--- src/rtl/riscv_pkg.sv ---
// rtl/riscv_pkg.sv - shared types and constants for the instruction fetch front-end
package riscv_pkg;

  localparam int XLEN = 64;
  localparam logic [31:0] HALT_INSTR = 32'h00100073;

  typedef struct packed {
    logic [31:0]     instr;
    logic [XLEN-1:0] pc;
  } fetch_entry_t;

  typedef enum logic [1:0] {
    ST_RUN,
    ST_HALTED,
    ST_FAULT
  } ifetch_state_t;

endpackage

--- src/rtl/riscv_sync_fifo.sv ---
// rtl/riscv_sync_fifo.sv - synchronous FIFO with flush, count and full/empty flags
module riscv_sync_fifo #(
  parameter type T = logic [31:0],
  parameter int DEPTH = 4,
  localparam int AW = $clog2(DEPTH),
  localparam int CW = $clog2(DEPTH + 1)
) (
  input  logic          clk,
  input  logic          rst_n,
  input  logic          push,
  input  T              push_data,
  input  logic          pop,
  input  logic          flush,
  output T              head,
  output logic [CW-1:0] count,
  output logic          full,
  output logic          empty
);

  T              mem_q [DEPTH];
  T              mem_d [DEPTH];
  logic [AW-1:0] wr_ptr_q, wr_ptr_d;
  logic [AW-1:0] rd_ptr_q, rd_ptr_d;
  logic [CW-1:0] count_q, count_d;
  logic          do_push, do_pop;

  assign full  = (count_q == CW'(DEPTH));
  assign empty = (count_q == '0);
  assign count = count_q;
  assign head  = mem_q[rd_ptr_q];

  always_comb begin
    mem_d    = mem_q;
    wr_ptr_d = wr_ptr_q;
    rd_ptr_d = rd_ptr_q;
    count_d  = count_q;
    do_push  = push && !full && !flush;
    do_pop   = pop && !empty && !flush;
    // Flush dominates any push or pop presented in the same cycle.
    if (flush) begin
      wr_ptr_d = '0;
      rd_ptr_d = '0;
      count_d  = '0;
    end else begin
      if (do_push) begin
        mem_d[wr_ptr_q] = push_data;
        wr_ptr_d        = wr_ptr_q + 1'b1;
      end
      if (do_pop) begin
        rd_ptr_d = rd_ptr_q + 1'b1;
      end
      count_d = count_q + CW'(do_push) - CW'(do_pop);
    end
  end

  always_ff @(posedge clk or negedge rst_n) begin
    if (!rst_n) begin
      for (int i = 0; i < DEPTH; i++) begin
        mem_q[i] <= '0;
      end
      wr_ptr_q <= '0;
      rd_ptr_q <= '0;
      count_q  <= '0;
    end else begin
      mem_q    <= mem_d;
      wr_ptr_q <= wr_ptr_d;
      rd_ptr_q <= rd_ptr_d;
      count_q  <= count_d;
    end
  end

endmodule

--- src/rtl/riscv_ifetch.sv ---
// rtl/riscv_ifetch.sv - in-order instruction fetch with credit-based buffering, redirect and halt
module riscv_ifetch
  import riscv_pkg::*;
#(
  parameter int              XLEN     = 64,
  parameter int              DEPTH    = 4,
  parameter int              MAX_OUT  = 2,
  parameter logic [XLEN-1:0] RESET_PC = '0
) (
  input  logic            clk,
  input  logic            rst_n,
  output logic            req_valid,
  input  logic            req_ready,
  output logic [XLEN-1:0] req_addr,
  input  logic            resp_valid,
  input  logic [31:0]     resp_data,
  output logic            instr_valid,
  input  logic            instr_ready,
  output logic [31:0]     instr,
  output logic [XLEN-1:0] instr_pc,
  input  logic            redirect_valid,
  input  logic [XLEN-1:0] redirect_pc,
  output logic            halted,
  output logic            fault
);

  localparam int OW = $clog2(MAX_OUT + 1);
  localparam int CW = $clog2(DEPTH + 1);

  ifetch_state_t   state_q, state_d;
  logic [XLEN-1:0] fetch_pc_q, fetch_pc_d;
  logic [XLEN-1:0] resp_pc_q, resp_pc_d;
  logic [OW-1:0]   out_q, out_d;
  logic [OW-1:0]   drop_q, drop_d;

  logic            accept;
  logic            fifo_push, fifo_pop, fifo_flush;
  logic            fifo_full, fifo_empty;
  logic [CW-1:0]   fifo_count;
  fetch_entry_t    fifo_head;
  fetch_entry_t    fifo_in;

  // Credit check counts in-flight reads against free FIFO slots so a response always has room.
  assign req_valid = rst_n && (state_q == ST_RUN) && !redirect_valid
                   && (int'(out_q) < MAX_OUT)
                   && (int'(fifo_count) + int'(out_q) < DEPTH);
  assign req_addr  = fetch_pc_q;
  assign accept    = req_valid && req_ready;

  assign instr_valid = !fifo_empty;
  assign instr       = fifo_head.instr;
  assign instr_pc    = fifo_head.pc;
  assign halted      = (state_q == ST_HALTED);
  assign fault       = (state_q == ST_FAULT);
  assign fifo_in     = '{instr: resp_data, pc: resp_pc_q};

  always_comb begin
    state_d    = state_q;
    fetch_pc_d = fetch_pc_q;
    resp_pc_d  = resp_pc_q;
    out_d      = out_q;
    drop_d     = drop_q;
    fifo_push  = 1'b0;
    fifo_pop   = 1'b0;
    fifo_flush = 1'b0;
    if (redirect_valid) begin
      // Every read still in flight after this edge belongs to the old stream.
      fifo_flush = 1'b1;
      fetch_pc_d = redirect_pc;
      resp_pc_d  = redirect_pc;
      out_d      = out_q - OW'(resp_valid);
      drop_d     = out_q - OW'(resp_valid);
      state_d    = (redirect_pc[1:0] != 2'b00) ? ST_FAULT : ST_RUN;
    end else begin
      fifo_pop = instr_valid && instr_ready;
      if (accept) begin
        fetch_pc_d = fetch_pc_q + XLEN'(4);
      end
      out_d = out_q + OW'(accept) - OW'(resp_valid);
      if (resp_valid) begin
        if (drop_q != '0) begin
          drop_d = drop_q - 1'b1;
        end else if (state_q == ST_RUN && !fifo_full) begin
          fifo_push = 1'b1;
          resp_pc_d = resp_pc_q + XLEN'(4);
          if (resp_data == HALT_INSTR) begin
            state_d = ST_HALTED;
          end
        end
      end
    end
  end

  always_ff @(posedge clk or negedge rst_n) begin
    if (!rst_n) begin
      state_q    <= ST_RUN;
      fetch_pc_q <= RESET_PC;
      resp_pc_q  <= RESET_PC;
      out_q      <= '0;
      drop_q     <= '0;
    end else begin
      state_q    <= state_d;
      fetch_pc_q <= fetch_pc_d;
      resp_pc_q  <= resp_pc_d;
      out_q      <= out_d;
      drop_q     <= drop_d;
    end
  end

  riscv_sync_fifo #(
    .T     (fetch_entry_t),
    .DEPTH (DEPTH)
  ) u_fifo (
    .clk       (clk),
    .rst_n     (rst_n),
    .push      (fifo_push),
    .push_data (fifo_in),
    .pop       (fifo_pop),
    .flush     (fifo_flush),
    .head      (fifo_head),
    .count     (fifo_count),
    .full      (fifo_full),
    .empty     (fifo_empty)
  );

endmodule

--- config.mk ---
export PLATFORM = sky130hd
export DESIGN_NAME = riscv_ifetch
export DESIGN_NICKNAME = d
export VERILOG_FILES = /design/src/rtl/riscv_pkg.sv /design/src/rtl/riscv_sync_fifo.sv /design/src/rtl/riscv_ifetch.sv
export SDC_FILE = /design/constraint.sdc
export NUM_CORES = 1
export LEC_CHECK = 0
export CAP_MARGIN = 20
export CORE_MARGIN = 8
export CORE_UTILIZATION = 25
export DETAILED_ROUTE_END_ITERATION = 16
export REMOVE_ABC_BUFFERS = 1
export SYNTH_ARGS = -nofsm -noshare
export SYNTH_HDL_FRONTEND = slang
export SYNTH_HIERARCHICAL = 1
export SYNTH_SLANG_ARGS = --single-unit
--- constraint.sdc ---
create_clock -name clk -period 3.05 [get_ports clk]
set_input_delay 0.61 -clock clk [delete_from_list [all_inputs] [get_ports clk]]
set_output_delay 0.61 -clock clk [all_outputs]
set_load 0.01 [all_outputs]
==> results.sh <==
export IMPL_yosys_area_top_type_share=0.515
export IMPL_min_path_type="in2reg"
export IMPL_yosysMostFrequentCell="dfrtp_1"
export IMPL_critPathMaxFanout=8
export IMPL_avgSynthCellArea_um2=13.7
export IMPL_p_switching_uw=5290
export IMPL_critPathLaunchType="flop"
export IMPL_synthTopCellsByCount="525 x dfrtp_1, 239 x mux2_2, 160 x mux2_4"
export IMPL_ys_flop_type="dfrtp_1"
export IMPL_io_buffers=265
export IMPL_fillers=10000
export IMPL_p_int_uw=13600
export IMPL_path_class="reg2out"
export IMPL_p_clk_frac=0.374
export IMPL_regArea_um2=13100
export IMPL_routed_wl_um=84400
export IMPL_die_area_um2=113000
export IMPL_antenna_found_initial=3
export IMPL_tritoncts="yes"
export IMPL_max_cap_violations=0
export IMPL_io_pins=266
export IMPL_drc_errors=0
export IMPL_hpwl_um=61100
export IMPL_grt_pass1_vias=18000
export IMPL_area_growth_pct=29.2
export IMPL_final_layout_size_suffix_gt1_frac=0.353
export IMPL_nets=2377
export IMPL_start_util=0.252
export IMPL_switching_share=0.280
export IMPL_worst_slew_pin_slew_ns=0.930
export IMPL_first_pass_iters=5
export IMPL_worstRegToRegCells=8
export IMPL_regToRegStartpoint="u_fifo/count[2]"
export IMPL_rrSetupSlack_ns=0.15
export IMPL_power_share_combinational=0.190
export IMPL_vdd_ir_drop_worst_mv=0.489
export IMPL_ys_seq_area_frac=0.515
export IMPL_setup_tns_final_ns=0
export IMPL_diodes=0
export IMPL_cellPowerDensity_nw_per_um2=572
export IMPL_setup_viol=0
export IMPL_cp_required_ns=2.44
export IMPL_timing_rr_end="resp_pc_q[48]"
export IMPL_dpl_worst_slack_ns=-0.393
export IMPL_cp_end_kind="output pin"
export IMPL_cts_root_buffer="clkbuf_16"
export IMPL_num_vias=17500
export IMPL_whs_ns=0.405
export IMPL_vias_per_cell=4.76
export IMPL_synth_cell_types=67
export IMPL_skew_ns=0.0395
export IMPL_rsz0062_at_grt="no"
export IMPL_cts_buffer_depth=3
export IMPL_hp_start="redirect_valid"
export IMPL_ant_nets=0
export IMPL_overflow=0
export IMPL_status="complete, no violations"
export IMPL_grt_pass1_wl_um=124000
export IMPL_p_leak_uw=0.0145
export IMPL_grt_usage=0.147
export IMPL_die_height_um=336
export IMPL_gp_congestion=0.838
export IMPL_ys_seq_elements=525
export IMPL_post_route_worst_setup_slack_ns=0.0781
export IMPL_grt_max_degree=163
export IMPL_fin_crit_sh=0.974
export IMPL_cts_htree_levels=2
export IMPL_worstSkewPairLatency_ns=0.66
export IMPL_clock_sinks=525
export IMPL_core_um2=101000
export IMPL_netlist_area_um2=25500
export IMPL_slew_violations=0
export IMPL_power_frac_seq=0.436
export IMPL_post_route_min_period_ns=2.97
export IMPL_synth_edf_count=0
export IMPL_synthTopCellsByArea="dfrtp_1 51%, mux2_2 11%, mux2_4 9.4%, mux4_2 8.5%, nand2_1 1.7%"
export IMPL_drt_iter0_drc=1361
export IMPL_hold_path_depth=3
export IMPL_die_w_um=336
export IMPL_ys_warnings_count=6
export IMPL_syn_inst=1868
export IMPL_multi_input_area_um2=11700
export IMPL_clk_pin_slew_worst_paths_ns=0.06
export IMPL_cp_data_arrival_time_ns=2.36
export IMPL_num_rows=117
export IMPL_async_reset_ff_frac=1.00
export IMPL_relSlewSlack=0.380
export IMPL_synth_top_area_cell="dfrtp_1"
export IMPL_hold_path_end="u_fifo/wr_ptr_q[1]"
export IMPL_wl_per_cell_um=23.0
export IMPL_fmax_ghz=0.336
export IMPL_hold_viol_final=0
export IMPL_cts_buffers=60
metrics by stage:
step	std cells	instance area (um^2)	utilization	power (uW)
floorplan	1760	24900	-	9980
global placement	3543	30800	0.304	12300
detailed placement	3543	30800	0.304	12300
CTS	3670	33000	0.325	19200
global route	3673	33000	0.325	19800
finish	3673	33000	0.325	18900
registers in the layout (all words and copies together) (netlist names):
register and count:
out_q 2, state_q 2, u_fifo/wr_ptr_q 2, u_fifo/rd_ptr_q 2
resp_pc_q 64, u_fifo/mem_q 384, req_addr 64, drop_q 2
u_fifo/count 3
worst max-delay path: stages, from the launching register on:
cell and delay, ns:
dfrtp_4 0.44, buf_12 0.19, buf_16 0.18, mux4_2 0.55, dlygate4sd2_1 0.31
how the worst max path moves through the flow:
| stage | startpoint | endpoint | slack [ns] | depth (start not counted) |
|---|---|---|---|---|
| 4_1_cts | u_fifo/rd_ptr_q[0] | instr_pc[13] | -0.10 | 5 |
| 3_5_place_dp | resp_valid | u_fifo/count[2] | -0.39 | 14 |
| 6_report | u_fifo/rd_ptr_q[0] | instr[24] | 0.08 | 4 |
| 5_1_grt | u_fifo/rd_ptr_q[0] | instr_pc[11] | 0.007 | 4 |
| 2_1_floorplan | u_fifo/count[2] | u_fifo/mem_q[0] | -2.33 | 8 |
| 3_3_place_gp | resp_valid | u_fifo/count[2] | -0.41 | 14 |
cells in the final DEF (no fill, tap or decap), drive strengths merged, types with 43 or more instances in the layout:
| cell | count |
|---|---|
| buf | 193 |
| clkbuf | 90 |
| clkdlybuf4s50 | 168 |
| dfrtp | 525 |
| dlygate4sd2 | 69 |
| mux2 | 399 |
| mux4 | 96 |
| nand2 | 117 |
| nand3 | 81 |
| nand4 | 43 |
| nor2 | 57 |
| o21ai | 79 |
| xor2 | 49 |
timing repair:
item | 4_1_cts | 5_1_grt
hold buffers | 1 | 0
endpoints found under the setup margin | 96 | 21
buffers inserted | 17 | 1
endpoints found under the hold margin | 11 | 0
gates resized for setup | 165 | 23
pin swaps | 0 | 1
gates cloned | 3 | 2
per-layer routing:
| layer | share of wire | track usage | vias to the layer above |
|---|---|---|---|
| met5 | 0.00015 | 0 | - |
| met4 | 0.031 | 0.0501 | 2 |
| met3 | 0.086 | 0.0475 | 126 |
| met2 | 0.43 | 0.214 | 585 |
| met1 | 0.45 | 0.204 | 9039 |
| li1 | - | - | 7730 |
logic make-up after synthesis:
group | Yosys count | synth area share
buffers and inverters | 135 | 0.0301
multiplexers | 499 | 0.286
XOR/XNOR | 79 | 0.0271
flip-flops | 525 | 0.515
AND/OR/NAND/NOR | 449 | 0.0942
AO/OA/AOI/OAI | 167 | 0.0407
adder cells (fa/ha/maj) | 14 | 0.00716
power by group through the flow:
stage	Combinational (uW)	Sequential, uW	Clock, uW
after floorplan	1790	8190	0
after global placement	3960	8320	0
after detailed placement	4000	8330	0
after CTS	3700	8230	7310
after global routing	3870	8330	7550
final	3580	8230	7060
area by class of cell:
type / count / area share
Tap cell: 1368 / 0.0519
Sequential cell: 525 / 0.399
Inverter: 27 / 0.00307
Clock buffer: 86 / 0.0515
Timing Repair Buffer: 439 / 0.135
Multi-Input combinational cell: 1208 / 0.354
Clock inverter: 20 / 0.00600
Power figures use the tool's default switching activity.
